===== config.mk =====
export PLATFORM = sky130hd
export DESIGN_NAME = multi_clk_div
export DESIGN_NICKNAME = d
export VERILOG_FILES = /design/src/rtl/multi_clk_div.sv
export SDC_FILE = /design/constraint.sdc
export NUM_CORES = 1
export LEC_CHECK = 0
export BUFFER_PORTS_ARGS = -buffer_cell sky130_fd_sc_hd__buf_4
export CELL_PAD_IN_SITES_DETAIL_PLACEMENT = 1
export CELL_PAD_IN_SITES_GLOBAL_PLACEMENT = 2
export CORE_MARGIN = 1.5
export CORE_UTILIZATION = 42
export DETAILED_ROUTE_END_ITERATION = 6
export PLACE_DENSITY = 0.94
export SETUP_SLACK_MARGIN = 0.2
export SLEW_MARGIN = 15
export SYNTH_ARGS = -nofsm -noshare
export SYNTH_HDL_FRONTEND = slang
export SYNTH_SLANG_ARGS = --single-unit

===== constraint.sdc =====
create_clock -name clk -period 5.2 [get_ports clk]
set_input_delay 0 -clock clk [delete_from_list [all_inputs] [get_ports clk]]
set_output_delay 0 -clock clk [all_outputs]
set_load 0.1 [all_outputs]

===== src/rtl/multi_clk_div.sv =====
// -----------------------------------------------------------------------------
// multi_clk_div
// N-channel programmable clock-enable / divided-clock generator running off a
// single system clock. Each channel produces a 50%-duty divided clock whose
// high and low phases are each (r+1) system-clock cycles long, plus one-cycle
// rise/fall ticks. Ratios are staged in pending registers and applied only at
// period boundaries (high->low toggle), while parked, or on a sync strobe, so
// a divided clock never shows a runt pulse because of a ratio change.
//
// Ports
//   clk        in   system clock, rising edge
//   rst        in   asynchronous reset, active low
//   en         in   [NUM_CH]        per-channel enable
//   half_per   in   [NUM_CH*CNT_W]  per-channel half-period r, ch i at [i*CNT_W +: CNT_W]
//   load       in   strobe: capture half_per of all channels into pending regs
//   sync       in   strobe: restart all enabled channels phase-aligned (low, cnt=0)
//   div_clk    out  [NUM_CH]  divided clocks
//   rise_tick  out  [NUM_CH]  pulse in the first high cycle of div_clk[i]
//   fall_tick  out  [NUM_CH]  pulse in the first low cycle after a completed high phase
//   pend       out  [NUM_CH]  captured ratio not yet applied to channel i
// -----------------------------------------------------------------------------
module multi_clk_div #(
    parameter int unsigned NUM_CH     = 3,
    parameter int unsigned CNT_W      = 8,
    parameter int unsigned RESET_HALF = 0
) (
    input  logic                      clk,
    input  logic                      rst,
    input  logic [NUM_CH-1:0]         en,
    input  logic [NUM_CH*CNT_W-1:0]   half_per,
    input  logic                      load,
    input  logic                      sync,
    output logic [NUM_CH-1:0]         div_clk,
    output logic [NUM_CH-1:0]         rise_tick,
    output logic [NUM_CH-1:0]         fall_tick,
    output logic [NUM_CH-1:0]         pend
);

    typedef enum logic [1:0] {
        ST_PARK   = 2'd0,
        ST_RUN_LO = 2'd1,
        ST_RUN_HI = 2'd2,
        ST_DRAIN  = 2'd3
    } ch_state_e;

    localparam logic [CNT_W-1:0] RST_HALF_C = CNT_W'(RESET_HALF);
    localparam logic [CNT_W-1:0] CNT_ZERO   = CNT_W'(32'd0);
    localparam logic [CNT_W-1:0] CNT_ONE    = CNT_W'(32'd1);

    for (genvar g = 0; g < NUM_CH; g++) begin : g_ch
        ch_state_e          st_q, st_d;
        logic [CNT_W-1:0]   cnt_q, cnt_d;
        logic [CNT_W-1:0]   active_q, active_d;
        logic [CNT_W-1:0]   pending_q, pending_d;
        logic               div_q, div_d;
        logic               rise_q, rise_d;
        logic               fall_q, fall_d;
        logic               pend_q, pend_d;
        logic [CNT_W-1:0]   hp_s;
        logic               at_end_s;
        logic               sync_ch_s;
        logic               apply_s;

        assign hp_s      = half_per[g*CNT_W +: CNT_W];
        // >= rather than == so a corrupted counter still terminates its phase
        assign at_end_s  = (cnt_q >= active_q);
        assign sync_ch_s = sync & en[g];

        // Next-state, counter, phase level, tick and ratio-staging logic for one channel
        always_comb begin
            st_d      = st_q;
            cnt_d     = cnt_q;
            div_d     = div_q;
            rise_d    = 1'b0;
            fall_d    = 1'b0;
            apply_s   = 1'b0;
            active_d  = active_q;
            pending_d = pending_q;
            pend_d    = pend_q;

            if (sync_ch_s) begin
                // Deliberate truncation: restart low with no fall tick
                st_d    = ST_RUN_LO;
                cnt_d   = CNT_ZERO;
                div_d   = 1'b0;
                apply_s = 1'b1;
            end else begin
                case (st_q)
                    ST_PARK: begin
                        cnt_d   = CNT_ZERO;
                        div_d   = 1'b0;
                        apply_s = pend_q;
                        if (en[g]) begin
                            st_d = ST_RUN_LO;
                        end else begin
                            st_d = ST_PARK;
                        end
                    end
                    ST_RUN_LO: begin
                        if (!en[g]) begin
                            st_d  = ST_PARK;
                            cnt_d = CNT_ZERO;
                            div_d = 1'b0;
                        end else if (at_end_s) begin
                            st_d   = ST_RUN_HI;
                            cnt_d  = CNT_ZERO;
                            div_d  = 1'b1;
                            rise_d = 1'b1;
                        end else begin
                            cnt_d = cnt_q + CNT_ONE;
                        end
                    end
                    // DRAIN is a high phase that parks at its end unless en returns
                    ST_RUN_HI, ST_DRAIN: begin
                        if (at_end_s) begin
                            st_d    = en[g] ? ST_RUN_LO : ST_PARK;
                            cnt_d   = CNT_ZERO;
                            div_d   = 1'b0;
                            fall_d  = 1'b1;
                            apply_s = pend_q;
                        end else begin
                            st_d  = en[g] ? ST_RUN_HI : ST_DRAIN;
                            cnt_d = cnt_q + CNT_ONE;
                        end
                    end
                    default: begin
                        st_d  = ST_PARK;
                        cnt_d = CNT_ZERO;
                        div_d = 1'b0;
                    end
                endcase
            end

            // Apply uses the old pending value; a coincident load then restages
            if (apply_s) begin
                active_d = pending_q;
                pend_d   = 1'b0;
            end else begin
                active_d = active_q;
            end

            if (load) begin
                pending_d = hp_s;
                if (sync_ch_s) begin
                    active_d = hp_s;
                    pend_d   = 1'b0;
                end else begin
                    pend_d = 1'b1;
                end
            end else begin
                pending_d = pending_q;
            end
        end

        // Channel state registers with asynchronous active-low reset
        always_ff @(posedge clk or negedge rst) begin
            if (!rst) begin
                st_q      <= ST_PARK;
                cnt_q     <= CNT_ZERO;
                active_q  <= RST_HALF_C;
                pending_q <= RST_HALF_C;
                div_q     <= 1'b0;
                rise_q    <= 1'b0;
                fall_q    <= 1'b0;
                pend_q    <= 1'b0;
            end else begin
                st_q      <= st_d;
                cnt_q     <= cnt_d;
                active_q  <= active_d;
                pending_q <= pending_d;
                div_q     <= div_d;
                rise_q    <= rise_d;
                fall_q    <= fall_d;
                pend_q    <= pend_d;
            end
        end

        assign div_clk[g]   = div_q;
        assign rise_tick[g] = rise_q;
        assign fall_tick[g] = fall_q;
        assign pend[g]      = pend_q;
    end

endmodule


==> qor.yml, run 1 <==
synthesis:
  synth.distinct_cells: 41
  async_flop_share: 1.00
  yosys-top-cells-count: "dfrtp_1 (90), nor2_1 (53), ha_1 (33)"
  syn_inst: 459
  yosys.area.top_type_share: 0.473
  yosysSeqAreaShare: 0.473
  synth_warnings: 0
  syn-cell-area_sq_um: 4760
  synth.net_count: 523
  synth_area_leaders: "dfrtp_1 (47%), ha_1 (8.7%), mux2_2 (5.7%), nor2_1 (4.2%), xor2_1 (2.8%)"
  syn_avg_cell_area_sq_um: 10.4
  yosys_register_bits: 90
  synth_largest_area_cell: "dfrtp_1"
  synth.most_common_cell: "dfrtp_1"
  synth_flop_cell: "dfrtp_1"
  synth-edff-count: 0
timing:
  rsz0062_at_grt: "no"
  holdWs_ns: 0.00908
  slew_headroom: 0.464
  worst_pin_slew_ns: 0.804
  min_period_ns: 2.36
  finalMaxSlewViolations: 0
  fin_crit_sh: 0.454
  skew_ns: 0.00579
  hold_violations: 0
  clock.fmax_mhz: 423
  setup_viol: 0
  setup_tns_ns: 0
hold_path:
  hold_depth: 3
  hold_end: "g_ch[0].div_q$_DFFE_PN0P_"
  hold_path.class: "input pin to flop"
  hp-start: "en[0]"
place:
  portBuffers: 42
  dp_hpwl_um: 7980
  place.gp.congestion: 0.787
pwr:
  irDropWorstVdd_mv: 0.184
  powerDensity_nw_per_um2: 435
  total_power_mw: 2.48
  p_leak_nw: 2.79
worst_setup_path:
  slowest_delay_ns: 0.45
  cp-end-kind: "flop"
  r2r_end: "g_ch[0].cnt_q[5]$_DFF_PN0_"
  worstPathArrival_ns: 2.62
  ff2ff_setup_slack_ns: 2.84
  start_kind: "flop"
  crit_type: "flop to flop"
  crit_chain: "inv_1 > ha_1 > nand2b_4 > a2111oi_4 > o31a_4 > inv_2 > or3_4 > nor2_1"
  r2r-start: "g_ch[0].cnt_q[0]$_DFF_PN0_"
  crit_required_ns: 5.46
  reg2reg_depth: 8
  crit_fanout: 8
  crit_slowest_cell: "dfrtp_1"
drt:
  wl_per_cell_um: 18.0
  firstDrtPassIters: 4
  route.met2.wl_um: 6080
  wl_met3_um: 325
  drt-met1-wl_um: 5290
  wl_um: 12000
  drt_iter0_drc: 143
  post-route-drc-count: 0
  via_count: 3690
  topRoutingLayerUsed: "met4"
  viasPerCell: 5.57
  antenna_left: 0
final_layout:
  drive_above_1_share: 0.195
  syn_to_final_growth_pct: 19.5
  antenna_cells: 0
  fin_nets: 583
  filler_cell_count: 1217
clock_tree:
  clock_insertion_delay_worst_skew_ns: 0.34
  cts-buffers-inserted: 9
  cts.clk_slew.worst_paths_ns: 0.07
  clock-root-buffer: "clkbuf_16"
  cts_sinks: 90
  cts_tree: "built"
  htree_num_levels: 3
  clk_path_buf_depth: 2
floorplan:
  die_width_um: 110
  dieArea_sq_um: 12000
  core_area_sq_um: 10900
  io_pins: 43
  rows: 38
  die_h_um: 110
  initial_core_util: 0.436
grt:
  grt-ovfl-total: 0
  grt_use_total: 0.219
  grt_pass1_wl_um: 19900
  grt_pass1_vias: 4014
  grt_max_degree: 64
  antenna_found_initial: 0
outcome:
  status: "completed"
job:
  max_cap_violations: 0
-- cell usage in the layout, fill, tap and decap left out, drive strengths merged, types with 4 or more instances in the layout --
master,netlist,routed
o221a,6,6
and3,13,13
clkbuf,4,10
inv,32,32
dlygate4sd3,0,27
o21a,4,4
a21o,9,9
xor2,15,15
o21ai,26,26
nor2,53,53
nand2b,14,14
ha,33,33
o31a,6,6
a31oi,20,20
nand2,17,17
mux2,24,24
buf,17,43
a21oi,22,22
dfrtp,90,90
nand3,22,22
-- what timing repair did --
item	CTS	global route
gates resized for setup	0	0
buffers inserted	0	0
hold endpoints to repair	73	0
hold buffers	27	0
-- metal layers --
| layer | track usage | vias to the layer above |
|---|---|---|
| met2 | 0.378 | 66 |
| li1 | - | 1736 |
| met4 | 0.0928 | 0 |
| met5 | 0 | - |
| met1 | 0.270 | 1863 |
| met3 | 0.0362 | 25 |
-- stage by stage --
stage	cells	setup WS, ns	instance area (sq um)	util
after detailed placement	621	2.90	5130	0.469
after global placement	621	2.99	5130	0.469
final	663	2.84	5700	0.521
after global routing	663	2.66	5700	0.521
after CTS	663	2.82	5700	0.521
after floorplan	459	3.08	4760	-
-- cells by family after synthesis --
| family | after synthesis | synth area share |
|---|---|---|
| AO/OA/AOI/OAI | 111 | 0.166 |
| XOR/XNOR | 18 | 0.0331 |
| adder cells (fa/ha/maj) | 33 | 0.0867 |
| buffers and inverters | 53 | 0.0528 |
| flip-flops | 90 | 0.473 |
| multiplexers | 25 | 0.0588 |
| AND/OR/NAND/NOR | 129 | 0.129 |
-- area by class of cell --
type	instances	area, sq um	area share
multi-input cells	316	2260	0.397
clock inverters	5	55.1	0.00967
inverters	32	120	0.0211
repair buffers	70	593	0.104
flip-flops and latches	90	2250	0.395
well taps	140	175	0.0308
clock buffers	10	239	0.0420
-- sequential cells by signal (all words and copies together) (netlist names) --
| name | cells |
|---|---|
| g_ch.active_q | 24 |
| g_ch.cnt_q | 24 |
| g_ch.pending_q | 24 |
| g_ch.st_q | 6 |
| g_ch.div_q | 3 |
| g_ch.fall_q | 3 |
| g_ch.pend_q | 3 |
| g_ch.rise_q | 3 |
-- power by group --
| group | total (mW) | leakage (nW) | internal, mW | switching [mW] |
|---|---|---|---|---|
| clock | 0.659 | 0.140 | 0.381 | 0.278 |
| sequential | 0.964 | 1.12 | 0.851 | 0.114 |
| combinational | 0.854 | 1.52 | 0.340 | 0.513 |
-- worst max-delay path by stage --
stage                                           from                     endpoint  slack, ns  cells after the start
after floorplan           g_ch[0].cnt_q[0]$_DFF_PN0_   g_ch[0].cnt_q[2]$_DFF_PN0_       3.08                      9
after global placement    g_ch[2].cnt_q[0]$_DFF_PN0_  g_ch[2].st_q[0]$_DFFE_PN0P_       2.99                      8
final                     g_ch[0].cnt_q[0]$_DFF_PN0_   g_ch[0].cnt_q[5]$_DFF_PN0_       2.84                      8
after detailed placement  g_ch[2].cnt_q[0]$_DFF_PN0_   g_ch[2].cnt_q[4]$_DFF_PN0_       2.90                      7
after global routing      g_ch[2].cnt_q[0]$_DFF_PN0_   g_ch[2].cnt_q[3]$_DFF_PN0_       2.66                      7
after CTS                 g_ch[2].cnt_q[0]$_DFF_PN0_   g_ch[2].cnt_q[4]$_DFF_PN0_       2.82                      7
-- worst max-delay path: cells and delay by family, from the launching register on --
kind | cells | cell delay [ns]
AOI/OAI and AO/OA | 2 | 0.66
adders and majority gates | 1 | 0.29
buffers and inverters | 2 | 0.12
DFF | 1 | 0.45
and+or+nand+nor | 3 | 0.77
(Power assumes the default switching activity.)
==> inputs of run 2 (changes only) <==
- CORE_UTILIZATION: 42 -> 35
- PLACE_DENSITY: 0.94 -> 0.85
- clock period: 5.2 -> 1.9 ns (I/O delays scaled with it)
==> run 2 against run 1 <==
Compared with the run above: the flow now finishes with violations (setup timing); maximum frequency increased by 16%; critical path depth increased by 1; register-to-register slack got worse by 3.0 ns; wire length increased by 8.6%; critical path type unchanged.
==> qor.yml, run 2 (synthesis results as in run 1) <==
outcome:
  status: "finished with violations"  # was completed
  violations: "setup timing"
hold_path:
  hp-start: "sync"  # was en[0]
  hold_path.class: "input pin to flop"  # unchanged
  hold_end: "g_ch[1].st_q[0]$_DFFE_PN0P_"  # was g_ch[0].div_q$_DFFE_PN0P_
  hold_depth: 3  # unchanged
drt:
  viasPerCell: 5.20  # was 5.57
  antenna_left: 0  # unchanged
  wl_um: 13000  # was 12,000 um
  firstDrtPassIters: 4  # unchanged
  wl_per_cell_um: 17.2  # was 18.0 um
  drt_iter0_drc: 187  # was 143
  post-route-drc-count: 0  # unchanged
  via_count: 3932  # was 3,690
clock_tree:
  clk_path_buf_depth: 2  # unchanged
  cts.clk_slew.worst_paths_ns: 0.07  # about the same
  cts-buffers-inserted: 9  # unchanged
  cts_sinks: 90  # unchanged
  clock-root-buffer: "clkbuf_16"  # unchanged
  htree_num_levels: 3  # unchanged
  cts_tree: "built"  # unchanged
  clock_insertion_delay_worst_skew_ns: 0.36  # was 0.34 ns
floorplan:
  dieArea_sq_um: 14300  # was 12,000 sq um
  io_pins: 43  # unchanged
  initial_core_util: 0.360  # was 0.436
  die_width_um: 120  # was 110 um
  rows: 42  # was 38
  die_h_um: 120  # was 110 um
  core_area_sq_um: 13200  # was 10,900 sq um
final_layout:
  layout_common_cells: "dfrtp_1 (90), buf_4 (84), nor2_1 (30)"  # was dfrtp_1 (90), nor2_1 (53), buf_4 (43)
  final_common_cell: "dfrtp_1"  # unchanged
  reg_top3: "g_ch.active_q (24), g_ch.cnt_q (24), g_ch.pending_q (24)"  # unchanged
  drive_above_1_share: 0.409  # was 0.195
  fin_nets: 640  # was 583
  utilization: 0.518  # was 0.521
  antenna_cells: 0  # unchanged
  syn_to_final_growth_pct: 43.9  # was 19.5%
place:
  portBuffers: 42  # unchanged
  dp_hpwl_um: 8710  # was 7980 um
  place.gp.congestion: 0.769  # was 0.787
worst_setup_path:
  reg2reg_depth: 9  # was 8
  start_kind: "flop"  # unchanged
  crit_type: "flop to flop"  # unchanged
  crit_required_ns: 2.13  # was 5.46 ns
  r2r_end: "g_ch[0].active_q[3]$_DFF_PN0_"  # was g_ch[0].cnt_q[5]$_DFF_PN0_
  cp-end-kind: "flop"  # unchanged
  r2r-start: "g_ch[0].cnt_q[0]$_DFF_PN0_"  # unchanged
  ff2ff_setup_slack_ns: -0.14  # was 2.84 ns
  crit_fanout: 5  # was 8
  worstPathArrival_ns: 2.28  # was 2.62 ns
timing:
  min_period_ns: 2.04  # was 2.36 ns
  slew_headroom: 0.469  # was 0.464
  worst_pin_slew_ns: 0.787  # was 0.804 ns
  finalMaxSlewViolations: 0  # unchanged
  setup_viol: 49  # was 0
  setup_tns_ns: -4.19  # was 0 ns
  clock.fmax_mhz: 490  # was 423 MHz
  holdWs_ns: 0.0432  # was 0.00908 ns
  fin_crit_sh: 1.07  # was 0.454
  skew_ns: 0.00898  # was 0.00579 ns
  layout_setup_ws_ns: -0.142  # was 2.84 ns
  rsz0062_at_grt: "yes"  # was no
  hold_violations: 0  # unchanged
grt:
  grt_max_degree: 44  # was 64
  antenna_found_initial: 0  # unchanged
  grt_pass1_wl_um: 21100  # was 19,900 um
  grt_pass1_vias: 4259  # was 4,014
  grt_use_total: 0.187  # was 0.219
  grt-ovfl-total: 0  # unchanged
pwr:
  powerDensity_nw_per_um2: 1210  # was 435 nW/um^2
  p_leak_nw: 3.16  # was 2.79 nW
  irDropWorstVdd_mv: 0.594  # was 0.184 mV
job:
  max_cap_violations: 0  # unchanged
[run 2: cell type report]
cell class / count / area, sq um
fillers: 1410 / 6380
well taps: 176 / 220
flip-flops and latches: 90 / 2250
multi-input cells: 316 / 2810
clock buffers: 11 / 253
inverters: 32 / 123
clock inverters: 4 / 98.8
repair buffers: 127 / 1100
[run 2: worst max path at each step]
stage	from	slack, ns	cells past startpoint	to
final	g_ch[0].cnt_q[0]$_DFF_PN0_	-0.14	9	g_ch[0].active_q[3]$_DFF_PN0_
after global routing	g_ch[0].cnt_q[0]$_DFF_PN0_	-0.23	8	g_ch[0].cnt_q[1]$_DFF_PN0_
after CTS	g_ch[1].active_q[0]$_DFF_PN0_	-0.14	8	g_ch[1].active_q[6]$_DFF_PN0_
after detailed placement	g_ch[1].active_q[0]$_DFF_PN0_	-0.21	7	g_ch[1].active_q[6]$_DFF_PN0_
after global placement	g_ch[1].active_q[0]$_DFF_PN0_	-0.13	7	g_ch[1].active_q[6]$_DFF_PN0_
after floorplan	g_ch[0].cnt_q[0]$_DFF_PN0_	-0.12	9	g_ch[0].cnt_q[0]$_DFF_PN0_
[run 2: routing by layer]
metal / vias up / global-route usage / part of all wire
met5: - / 0 / 0
met4: 0 / 0.0833 / 0.024
met3: 26 / 0.0347 / 0.026
met2: 58 / 0.321 / 0.52
met1: 1997 / 0.229 / 0.43
li1: 1851 / - / -
[run 2: power by group]
| part | switching, mW | leakage (nW) | total [mW] | internal, mW |
|---|---|---|---|---|
| combinational | 1.89 | 1.87 | 3.54 | 1.65 |
| sequential | 0.291 | 1.12 | 2.62 | 2.33 |
| clock | 0.768 | 0.172 | 2.12 | 1.35 |
| total | 2.95 | 3.16 | 8.28 | 5.34 |
[run 2: repair_timing]
action                                  CTS  global route
endpoints found under the hold margin   123             0
resized for setup                        43            65
pin swaps                                33            31
endpoints found under the setup margin   65            65
setup buffers                            10            11
hold buffers                             28             0
[run 2: worst max-delay path: stages (launching register included)]
cell and delay [ns]:
dfrtp_1 0.39, inv_2 0.08, ha_4 0.19, nand2b_4 0.14, a2111oi_4 0.38, buf_4 0.20, o31ai_4 0.09, buf_6 0.18
a31oi_1 0.16, a21oi_1 0.12
[run 2: per-stage QoR]
stage / cells / worst slack (ns) / area (sq um) / power (mW)
floorplan: 459 / -0.123 / 4870 / 4.53
global route: 756 / -0.228 / 6860 / 8.77
detailed placement: 692 / -0.206 / 5570 / 5.40
CTS: 745 / -0.145 / 6490 / 7.96
finish: 756 / -0.142 / 6860 / 8.28
global placement: 692 / -0.128 / 5570 / 5.26
==> inputs of run 3 (changes only) <==
- RECOVER_POWER: not set -> 50
==> run 3 against run 2 <==
Compared with the run above: flip-flop and latch count is the same; non-clock buffer count stayed put; maximum frequency grew 0.33%; sequential power barely moved; largest cell class unchanged; worst setup slack improved by 0.0068 ns; clock skew shrank 0.00074 ns; the flow still finishes with violations (setup timing); critical endpoint is now g_ch[1].active_q[7]$_DFF_PN0_; cell count unchanged; critical path depth stayed put; highest routed layer unchanged; utilization is 0.11 points lower; design area fell by 0.22%; first-iteration DRC count is 5.3% lower; combinational power about the same.
==> qor.yml, run 3 (synthesis results as in run 1) <==
pwr:
  sw_frac_of_total: 0.356  # about the same
  p_int_mw: 5.33  # was 5.34 mW
  p_seq_frac: 0.316  # about the same
  p_comb_frac: 0.427  # was 0.428
  power_frac_clock: 0.256  # about the same
  irDropWorstVdd_mv: 0.592  # was 0.594 mV
  powerDensity_nw_per_um2: 1210  # about the same
  p_leak_nw: 3.16  # about the same
  p_switching_mw: 2.95  # about the same
worst_setup_path:
  r2r_end: "g_ch[1].active_q[7]$_DFF_PN0_"  # was g_ch[0].active_q[3]$_DFF_PN0_
  worstPathArrival_ns: 2.32  # was 2.28 ns
  crit_fanout: 8  # was 5
  start_kind: "flop"  # unchanged
  ff2ff_setup_slack_ns: -0.14  # about the same
  path_common_cell: "buf_4"
  crit_chain: "ha_1 > nand2b_4 > a2111oi_4 > buf_4 > o31a_1 > buf_12 > buf_4 > o21ai_2 > a21oi_2"  # was inv_2 > ha_4 > nand2b_4 > a2111oi_4 > buf_4 > o31ai_4 > buf_6 > a31oi_1 > a21oi_1
  crit_slowest_cell: "dfrtp_1"  # unchanged
  crit_required_ns: 2.19  # was 2.13 ns
  crit_type: "flop to flop"  # unchanged
  reg2reg_depth: 9  # unchanged
  cp-end-kind: "flop"  # unchanged
  r2r-start: "g_ch[1].active_q[0]$_DFF_PN0_"  # was g_ch[0].cnt_q[0]$_DFF_PN0_
  crit_start: "g_ch[1].active_q[0]$_DFF_PN0_"  # was g_ch[0].cnt_q[0]$_DFF_PN0_
  slowest_delay_ns: 0.39  # about the same
place:
  place.gp.congestion: 0.769  # unchanged
  dpl_cell_area_sq_um: 5570  # unchanged
  dp_cells: 692  # unchanged
  dp_hpwl_um: 8710  # unchanged
  pre_cts_ws_ns: -0.206  # unchanged
  portBuffers: 42  # unchanged
floorplan:
  core_area_sq_um: 13200  # unchanged
  die_width_um: 120  # unchanged
  rows: 42  # unchanged
  initial_core_util: 0.360  # unchanged
  die_h_um: 120  # unchanged
  dieArea_sq_um: 14300  # unchanged
  io_pins: 43  # unchanged
hold_path:
  hold_path.class: "input pin to flop"  # unchanged
  hold_depth: 3  # unchanged
  hold_end: "g_ch[1].st_q[0]$_DFFE_PN0P_"  # unchanged
  hp-start: "sync"  # unchanged
drt:
  post-route-drc-count: 0  # unchanged
  viasPerCell: 5.19  # was 5.20
  drt_iter0_drc: 177  # was 187
  wl_per_cell_um: 17.1  # was 17.2 um
  antenna_left: 0  # unchanged
  firstDrtPassIters: 4  # unchanged
  wl_um: 12900  # was 13,000 um
  via_count: 3920  # was 3,932
timing:
  clock.fmax_mhz: 491  # was 490 MHz
  skew_ns: 0.00824  # was 0.00898 ns
  min_period_ns: 2.04  # about the same
  hold_violations: 0  # unchanged
  layout_setup_ws_ns: -0.136  # was -0.142 ns
  setup_viol: 48  # was 49
  slew_headroom: 0.469  # unchanged
  finalMaxSlewViolations: 0  # unchanged
  rsz0062_at_grt: "yes"  # unchanged
  setup_tns_ns: -4.09  # was -4.19 ns
  fin_crit_sh: 1.07  # about the same
  worst_pin_slew_ns: 0.787  # unchanged
final_layout:
  filler_cell_count: 1412  # was 1,410
  syn_to_final_growth_pct: 43.6  # was 43.9%
  drive_above_1_share: 0.409  # unchanged
  utilization: 0.517  # was 0.518
  instances_no_fill: 756  # unchanged
  fin_nets: 640  # unchanged
  layout_common_cells: "dfrtp_1 (90), buf_4 (83), nor2_1 (30)"  # was dfrtp_1 (90), buf_4 (84), nor2_1 (30)
  reg_top3: "g_ch.active_q (24), g_ch.cnt_q (24), g_ch.pending_q (24)"  # unchanged
  final_cell_area_sq_um: 6840  # was 6860 sq um
  antenna_cells: 0  # unchanged
  final_common_cell: "dfrtp_1"  # unchanged
clock_tree:
  cts-buffers-inserted: 9  # unchanged
  htree_num_levels: 3  # unchanged
  cts.clk_slew.worst_paths_ns: 0.07  # about the same
  cts_tree: "built"  # unchanged
  clock-root-buffer: "clkbuf_16"  # unchanged
  clock_insertion_delay_worst_skew_ns: 0.36  # about the same
  cts_sinks: 90  # unchanged
  clk_path_buf_depth: 2  # unchanged
outcome:
  violations: "setup timing"  # unchanged
  status: "finished with violations"  # unchanged
grt:
  grt_pass1_wl_um: 21100  # unchanged
  antenna_found_initial: 0  # unchanged
  grt_pass1_vias: 4259  # unchanged
  grt-ovfl-total: 0  # unchanged
  grt_use_total: 0.187  # unchanged
  grt_max_degree: 44  # unchanged
job:
  max_cap_violations: 0  # unchanged
## run 3: cell types whose count changed in the layout (fill, tap and decap cells not counted), sizes merged
cell,delta
clkbuf,+2
buf,-2
## run 3: through the flow
step / hold WS [ns] / power, mW
floorplan: -0.296 / 4.53
detailed placement: -0.0290 / 5.40
global placement: -0.0315 / 5.26
global route: 0.0750 / 8.77
CTS: 0.0242 / 7.96
finish: 0.0411 / 8.28
## run 3: what timing repair did
item,CTS,global route
endpoints found under the setup margin,65,65
hold buffers,28,0
resized for setup,43,65
hold endpoints to repair,123,0
buffers inserted,10,11
pin swaps,33,31
## run 3: final cells by class
cell class,count,area (sq um),area share
clock buffer,11,253,0.0369
clock inverter,4,98.8,0.0144
inverter,32,123,0.0179
multi-input combinational,316,2810,0.411
sequential,90,2250,0.329
tap,176,220,0.0322
timing repair buffer,127,1080,0.158
## run 3: power groups by stage
stage               Clock [mW]  Combinational (mW)  Sequential [mW]
CTS                       2.17                3.19             2.60
global placement             0                2.66             2.60
finish                    2.12                3.54             2.62
detailed placement           0                2.78             2.62
floorplan                    0                1.97             2.56
global route              2.24                3.85             2.67
## run 3: worst max-delay path, delay by kind of cell, from the launching register on
family	cells	cell delay, ns
adders and majority gates	1	0.29
and+or+nand+nor	1	0.15
DFF	1	0.39
AOI/OAI and AO/OA	4	0.70
buffers and inverters	3	0.44
## run 3: metal layers
metal / routed length, um / track usage / share of wire
met5: 0 / 0 / 0
met4: 331 / 0.0833 / 0.026
met3: 304 / 0.0347 / 0.023
met2: 6710 / 0.321 / 0.52
met1: 5600 / 0.229 / 0.43
## run 3: how the worst max path moves through the flow
stage,to,slack (ns),depth (start not counted)
5_1_grt,g_ch[0].cnt_q[1]$_DFF_PN0_,-0.23,8
6_report,g_ch[1].active_q[7]$_DFF_PN0_,-0.14,9
4_1_cts,g_ch[1].active_q[6]$_DFF_PN0_,-0.14,8
2_1_floorplan,g_ch[0].cnt_q[0]$_DFF_PN0_,-0.12,9
3_3_place_gp,g_ch[1].active_q[6]$_DFF_PN0_,-0.13,7
3_5_place_dp,g_ch[1].active_q[6]$_DFF_PN0_,-0.21,7
